--- src/rtl/irq_ctrl_pkg.sv ---
// Shared encodings and defaults for the interrupt controller.
// Holds FSM state encodings, default vector layout and id-width helper.
package irq_ctrl_pkg;

  typedef enum logic [0:0] {
    IrqSRun   = 1'b0,
    IrqSBlank = 1'b1
  } irq_state_e;

  localparam logic [15:0] IRQ_VEC_BASE_DEF   = 16'h0020;
  localparam int unsigned IRQ_VEC_STRIDE_DEF = 4;

  // Width of a channel id for n channels (never below 1 bit).
  function automatic int unsigned irq_id_w(input int unsigned n);
    return (n < 2) ? 1 : $clog2(n);
  endfunction

endpackage

--- src/rtl/irq_ctrl_prio_enc.sv ---
// Lowest-index-first priority encoder: channel 0 wins.
module irq_prio_enc
  import irq_ctrl_pkg::*;
#(
  parameter int unsigned N = 8,
  localparam int unsigned W = irq_id_w(N)
) (
  input  logic [N-1:0] i_req,
  output logic [W-1:0] o_id,
  output logic         o_valid
);

  // Scan downwards so the lowest set index is the last one written.
  always_comb begin
    o_id    = '0;
    o_valid = 1'b0;
    for (int i = int'(N) - 1; i >= 0; i--) begin
      if (i_req[i]) begin
        o_id    = W'(i);
        o_valid = 1'b1;
      end
    end
  end

endmodule

--- src/rtl/irq_ctrl.sv ---
// Multi-source interrupt controller: edge/level latching, masking, priority
// selection and a bounded nesting stack with strict-priority preemption.
module irq_ctrl
  import irq_ctrl_pkg::*;
#(
  parameter int unsigned      N_IRQ      = 8,
  parameter int unsigned      NEST_DEPTH = 4,
  parameter logic [15:0]      VEC_BASE   = IRQ_VEC_BASE_DEF,
  parameter int unsigned      VEC_STRIDE = IRQ_VEC_STRIDE_DEF,
  parameter logic [N_IRQ-1:0] MASK_RST   = {N_IRQ{1'b1}},
  localparam int unsigned     ID_W       = irq_id_w(N_IRQ),
  localparam int unsigned     NEST_W     = $clog2(NEST_DEPTH + 1)
) (
  input  logic              i_clk,
  input  logic              i_rst,
  input  logic [N_IRQ-1:0]  i_irq,
  input  logic [N_IRQ-1:0]  i_edge_mode,
  input  logic              i_mask_we,
  input  logic [N_IRQ-1:0]  i_mask_wdata,
  input  logic              i_int_en,
  input  logic              i_iret,
  output logic              o_irq_take,
  output logic [15:0]       o_vector,
  output logic [ID_W-1:0]   o_irq_id,
  output logic [N_IRQ-1:0]  o_pending,
  output logic [N_IRQ-1:0]  o_mask,
  output logic [NEST_W-1:0] o_nest_level,
  output logic              o_err
);

  logic [N_IRQ-1:0]  prev_q, prev_d;
  logic [N_IRQ-1:0]  pend_q, pend_d;
  logic [N_IRQ-1:0]  mask_q, mask_d;
  logic [N_IRQ-1:0]  insvc_q, insvc_d;
  logic [ID_W-1:0]   stack_q [NEST_DEPTH];
  logic [ID_W-1:0]   stack_d [NEST_DEPTH];
  logic [NEST_W-1:0] occ_q, occ_d;
  irq_state_e        state_q, state_d;
  logic              err_q, err_d;

  logic [N_IRQ-1:0]  eligible;
  logic [ID_W-1:0]   cand_id, top_id;
  logic              cand_valid, stack_empty, stack_full, allowed, take, pop;

  assign eligible = pend_q & mask_q & ~insvc_q;

  irq_prio_enc #(
    .N (N_IRQ)
  ) u_prio_enc (
    .i_req   (eligible),
    .o_id    (cand_id),
    .o_valid (cand_valid)
  );

  assign stack_empty = (occ_q == '0);
  assign stack_full  = (occ_q == NEST_W'(NEST_DEPTH));

  // Top of stack reads as 0 when empty so o_vector falls back to VEC_BASE.
  always_comb begin
    top_id = '0;
    for (int i = 0; i < int'(NEST_DEPTH); i++) begin
      if (occ_q == NEST_W'(i + 1)) top_id = stack_q[i];
    end
  end

  assign allowed = stack_empty | (cand_id < top_id);
  assign take    = i_int_en & cand_valid & allowed & (state_q == IrqSRun) & ~i_iret &
                   ~stack_full;
  assign pop     = i_iret & ~stack_empty;

  always_comb begin
    prev_d  = i_irq;
    pend_d  = pend_q;
    mask_d  = i_mask_we ? i_mask_wdata : mask_q;
    insvc_d = insvc_q;
    stack_d = stack_q;
    occ_d   = occ_q;
    state_d = state_q;
    err_d   = err_q | (i_iret & stack_empty);

    // A fresh edge in the take cycle re-arms the bit rather than losing it.
    for (int i = 0; i < int'(N_IRQ); i++) begin
      if (i_edge_mode[i]) begin
        pend_d[i] = (i_irq[i] & ~prev_q[i]) | (pend_q[i] & ~(take && cand_id == ID_W'(i)));
      end else begin
        pend_d[i] = i_irq[i];
      end
    end

    if (pop) begin
      occ_d = occ_q - NEST_W'(1);
      for (int i = 0; i < int'(N_IRQ); i++) begin
        if (top_id == ID_W'(i)) insvc_d[i] = 1'b0;
      end
    end

    if (take) begin
      occ_d = occ_q + NEST_W'(1);
      for (int i = 0; i < int'(NEST_DEPTH); i++) begin
        if (occ_q == NEST_W'(i)) stack_d[i] = cand_id;
      end
      for (int i = 0; i < int'(N_IRQ); i++) begin
        if (cand_id == ID_W'(i)) insvc_d[i] = 1'b1;
      end
    end

    unique case (state_q)
      IrqSRun:   if (take) state_d = IrqSBlank;
      IrqSBlank: state_d = IrqSRun;
      default:   state_d = IrqSRun;
    endcase
  end

  always_ff @(posedge i_clk) begin
    if (i_rst) begin
      prev_q  <= '0;
      pend_q  <= '0;
      mask_q  <= MASK_RST;
      insvc_q <= '0;
      for (int i = 0; i < int'(NEST_DEPTH); i++) stack_q[i] <= '0;
      occ_q   <= '0;
      state_q <= IrqSRun;
      err_q   <= 1'b0;
    end else begin
      prev_q  <= prev_d;
      pend_q  <= pend_d;
      mask_q  <= mask_d;
      insvc_q <= insvc_d;
      stack_q <= stack_d;
      occ_q   <= occ_d;
      state_q <= state_d;
      err_q   <= err_d;
    end
  end

  assign o_irq_take   = take;
  assign o_vector     = VEC_BASE + 16'(take ? cand_id : top_id) * 16'(VEC_STRIDE);
  assign o_irq_id     = top_id;
  assign o_pending    = pend_q;
  assign o_mask       = mask_q;
  assign o_nest_level = occ_q;
  assign o_err        = err_q;

endmodule
--- config.mk ---
export PLATFORM = sky130hd
export DESIGN_NAME = irq_ctrl
export DESIGN_NICKNAME = d
export VERILOG_FILES = /design/src/rtl/irq_ctrl_pkg.sv /design/src/rtl/irq_ctrl_prio_enc.sv /design/src/rtl/irq_ctrl.sv
export SDC_FILE = /design/constraint.sdc
export NUM_CORES = 1
export LEC_CHECK = 0
export ABC_CLOCK_PERIOD_IN_PS = 3200
export BUFFER_PORTS_ARGS = -buffer_cell sky130_fd_sc_hd__buf_4
export CORE_ASPECT_RATIO = 0.7
export CORE_MARGIN = 1.5
export CORE_UTILIZATION = 40
export CTS_CLUSTER_SIZE = 24
export DETAILED_ROUTE_END_ITERATION = 8
export GPL_ROUTABILITY_DRIVEN = 0
export PLACE_DENSITY = 0.59
export SLEW_MARGIN = 20
export SYNTH_ARGS = -nofsm -noshare
export SYNTH_HDL_FRONTEND = slang
export SYNTH_HIERARCHICAL = 1
export SYNTH_SLANG_ARGS = --single-unit
--- constraint.sdc ---
create_clock -name i_clk -period 3.2 [get_ports i_clk]
set_input_delay 0.32 -clock i_clk [delete_from_list [all_inputs] [get_ports i_clk]]
set_output_delay 0.32 -clock i_clk [all_outputs]
set_load 0.05 [all_outputs]
==> impl_results.md <==
- Primary FF master, synth: dfxtp_1
- Sink Count: 49
- Total Wirelength: 7650 µm
- CTS root buffer: clkbuf_8
- Die width: 101 µm
- Pin count of the biggest net entering global routing: 28
- Finished Layout Cells: 448
- Async set or reset register ratio after synthesis: 0%
- Final hold violations: 0
- FILL cells: roughly 590
- Clk buf depth: 2
- Crit end category: primary output
- Final min period: 3.11 ns
- # diodes: 0
- Hpwl dp: ~5400 µm
- Seq/Total Area, Yosys: 36.8%
- Post-synth top cells: dfxtp_1 (49), nand2_1 (36), mux2i_1 (18)
- Layout area overhead: 28.9%
- Drt first pass iters: 5
- Worst-Skew Late Latency: slightly above 0.3 ns
- Syn_area_per_cell: 9.10 µm²
- Setup violations, final: 0
- Maximum fanout along the worst path: 5
- Synth Instances: 293
- #FFs+latches synth: 49
- Synth top area cells: dfxtp_1 (37%), mux2i_1 (6.8%), nand2_1 (5.1%)
- Cell taking the most area after synthesis: dfxtp_1
- Share of layout cells above drive strength 1: 32.8%
- Max cap viols: 0
- Multi-input gate area: about 1600 µm²
- H-Tree Level Count: 2
- Post-layout nets: 392
- Warnings, synthesis: 6
- PortBufs: 55
- First-pass GRT wire length: 12,100 µm
- Register area: between 900 and 1000 µm²
- Cts hold-fix bufs: 0
- Vias in the first global route: 2,265
- Via/cell ratio: 5.40
- Hold Crit Class: input pin to flop
- DRC viols: 0
- Starting Density: between 40% and 50%
- Top-count cell post-synth: dfxtp_1
- Wirelength per Cell: 17.1 µm
- Fin crit share: between 90% and 100%
- Total grt overflow: 0
- Via count: ~2,400
- TritonCTS Buffers: 5
- Placed Cells incl. Taps: 432
- Iteration-0 DRC Markers: 168
- VDD IR-drop max: 0.000382 V
- IO Count: 69
- Clk slew on worst S/H paths: 0.10 ns
- WP data arrival: 2.79 ns
- RSZ-0062 raised after global routing: false
- Initial antenna violation count: 0
- DIE HEIGHT: 71.3 µm
- Die area: approximately 7200 µm²
- CP Launch Type: flop
- Setup TNS: 0 ns
- R2R setup slack: 0.62 ns
- Critical path type: flop to primary output
- Post-Syn Area: 2670 µm²
- Number of routed nets with antenna violations: 0
- CTS tree: built
- PD cells: 626 nW/µm²
- Leakage Power: 1.52 nW
- Synth cell types: 59
- Critical Path RT: ~2.9 ns
- Row cnt: 24
- Status: completed
- Layout Skew: 0.00891 ns
- Number of enable flip-flop cells after synthesis: 0
- Gr usage total: 22.2%
- Slew Viols, Final: 0
- Yosys top cell area share: 36.8%
- Fmax: 0.321 GHz
- Core Region: 6340 µm²
where the power goes:
| group | internal (mW) | total, mW | switching (mW) |
|---|---|---|---|
| sequential | 0.666 | 0.738 | 0.0717 |
| clock | 0.176 | 0.397 | 0.221 |
| combinational | 0.376 | 1.02 | 0.641 |
through the flow:
stage	worst slack, ns	hold slack, ns	util (%)	cell area, µm²	power (mW)
2_1_floorplan	0.00218	0.405	-	2800	1.44
3_3_place_gp	0.174	0.448	50.8	3220	1.67
3_5_place_dp	0.143	0.455	50.8	3220	1.67
4_1_cts	0.0228	0.216	53.3	3380	2.11
5_1_grt	0.0103	0.201	54.2	3440	2.26
6_report	0.0866	0.216	54.2	3440	2.15
worst max-delay path, stage by stage (launching register included):
cell and delay, ns:
dfxtp_4 0.40, inv_4 0.06, ha_4 0.18, and2_4 0.16, a32o_2 0.22, a21o_4 0.21, inv_4 0.07, ha_1 0.26
o2111a_1 0.21, a21oi_4 0.24, mux2_4 0.32, buf_6 0.15
placed cells by master (no fill, tap or decap), types with 2 or more instances in the layout:
master / netlist / layout
buf_6: 2 / 2
mux2_4: 0 / 2
ha_4: 0 / 5
a22o_1: 2 / 2
nand2_1: 36 / 36
inv_4: 0 / 4
a21oi_2: 0 / 2
o2111a_1: 2 / 2
a22oi_1: 2 / 2
o2111ai_1: 3 / 3
o41ai_1: 9 / 8
dfxtp_4: 0 / 3
a211o_1: 2 / 2
buf_4: 13 / 71
mux2i_1: 18 / 18
nor2_1: 11 / 11
conb_1: 2 / 13
a32o_1: 3 / 2
a41o_1: 4 / 4
a21boi_0: 4 / 4
clkbuf_8: 0 / 6
ha_1: 7 / 2
dfxtp_1: 49 / 46
a21oi_1: 17 / 15
inv_1: 10 / 6
o211ai_1: 5 / 5
and3_1: 6 / 6
nor2b_1: 15 / 14
a211oi_1: 3 / 2
and3b_1: 5 / 5
nand3_1: 9 / 9
nor3_1: 3 / 3
nand4_1: 4 / 4
and2_1: 3 / 2
flip-flops by register name (all words and copies together), names as in the netlist:
register,flops
prev_q,8
stack_q,12
o_nest_level,3
insvc_q,8
o_mask,8
o_err,1
state_q,1
o_pending,8
repair_timing:
| action | in CTS | in global routing |
|---|---|---|
| resized for setup | 6 | 7 |
| pin swaps | 2 | 2 |
| hold endpoints to repair | 0 | 0 |
| setup endpoints to repair | 2 | 2 |
| setup buffers | 4 | 4 |
kinds of logic (layout without fill, tap and decap cells):
family / Yosys count / in the layout / share of synthesized area (%)
adder cells (fa/ha/maj): 7 / 7 / 3.28
XOR/XNOR: 1 / 1 / 0.329
other: 2 / 13 / 0.282
AND/OR/NAND/NOR: 104 / 104 / 21.6
buffers and inverters: 39 / 92 / 8.07
multiplexers: 21 / 21 / 8.02
flip-flops: 49 / 49 / 36.8
AO/OA/AOI/OAI: 70 / 70 / 21.6
layer usage:
metal  wire [µm]  vias to the layer above  global-route usage (%)
li1            -                     1172                       -
met1        3940                     1127                    34.5
met2        3070                      113                    29.7
met3         530                        8                    5.46
met4         106                        0                    6.73
met5           0                        -                       0
final cells by class:
class                      count  share of cell area (%)
clock buffer                   6                    2.40
inverter                      11                    1.49
multi-input combinational    216                    47.3
tap                           91                    3.31
timing repair buffer          73                    16.2
sequential                    49                    28.9
clock inverter                 2                   0.401
path summary, 6_finish.rpt:
path                   startpoint               to  cells past startpoint
hold / removal    i_mask_wdata[7]        o_mask[7]                      3
setup reg to reg  o_nest_level[1]  o_nest_level[2]                     11
hold reg to reg        insvc_q[0]       insvc_q[0]                      2
setup / recovery  o_nest_level[1]      o_vector[3]                     11
(Power assumes the default switching activity.)
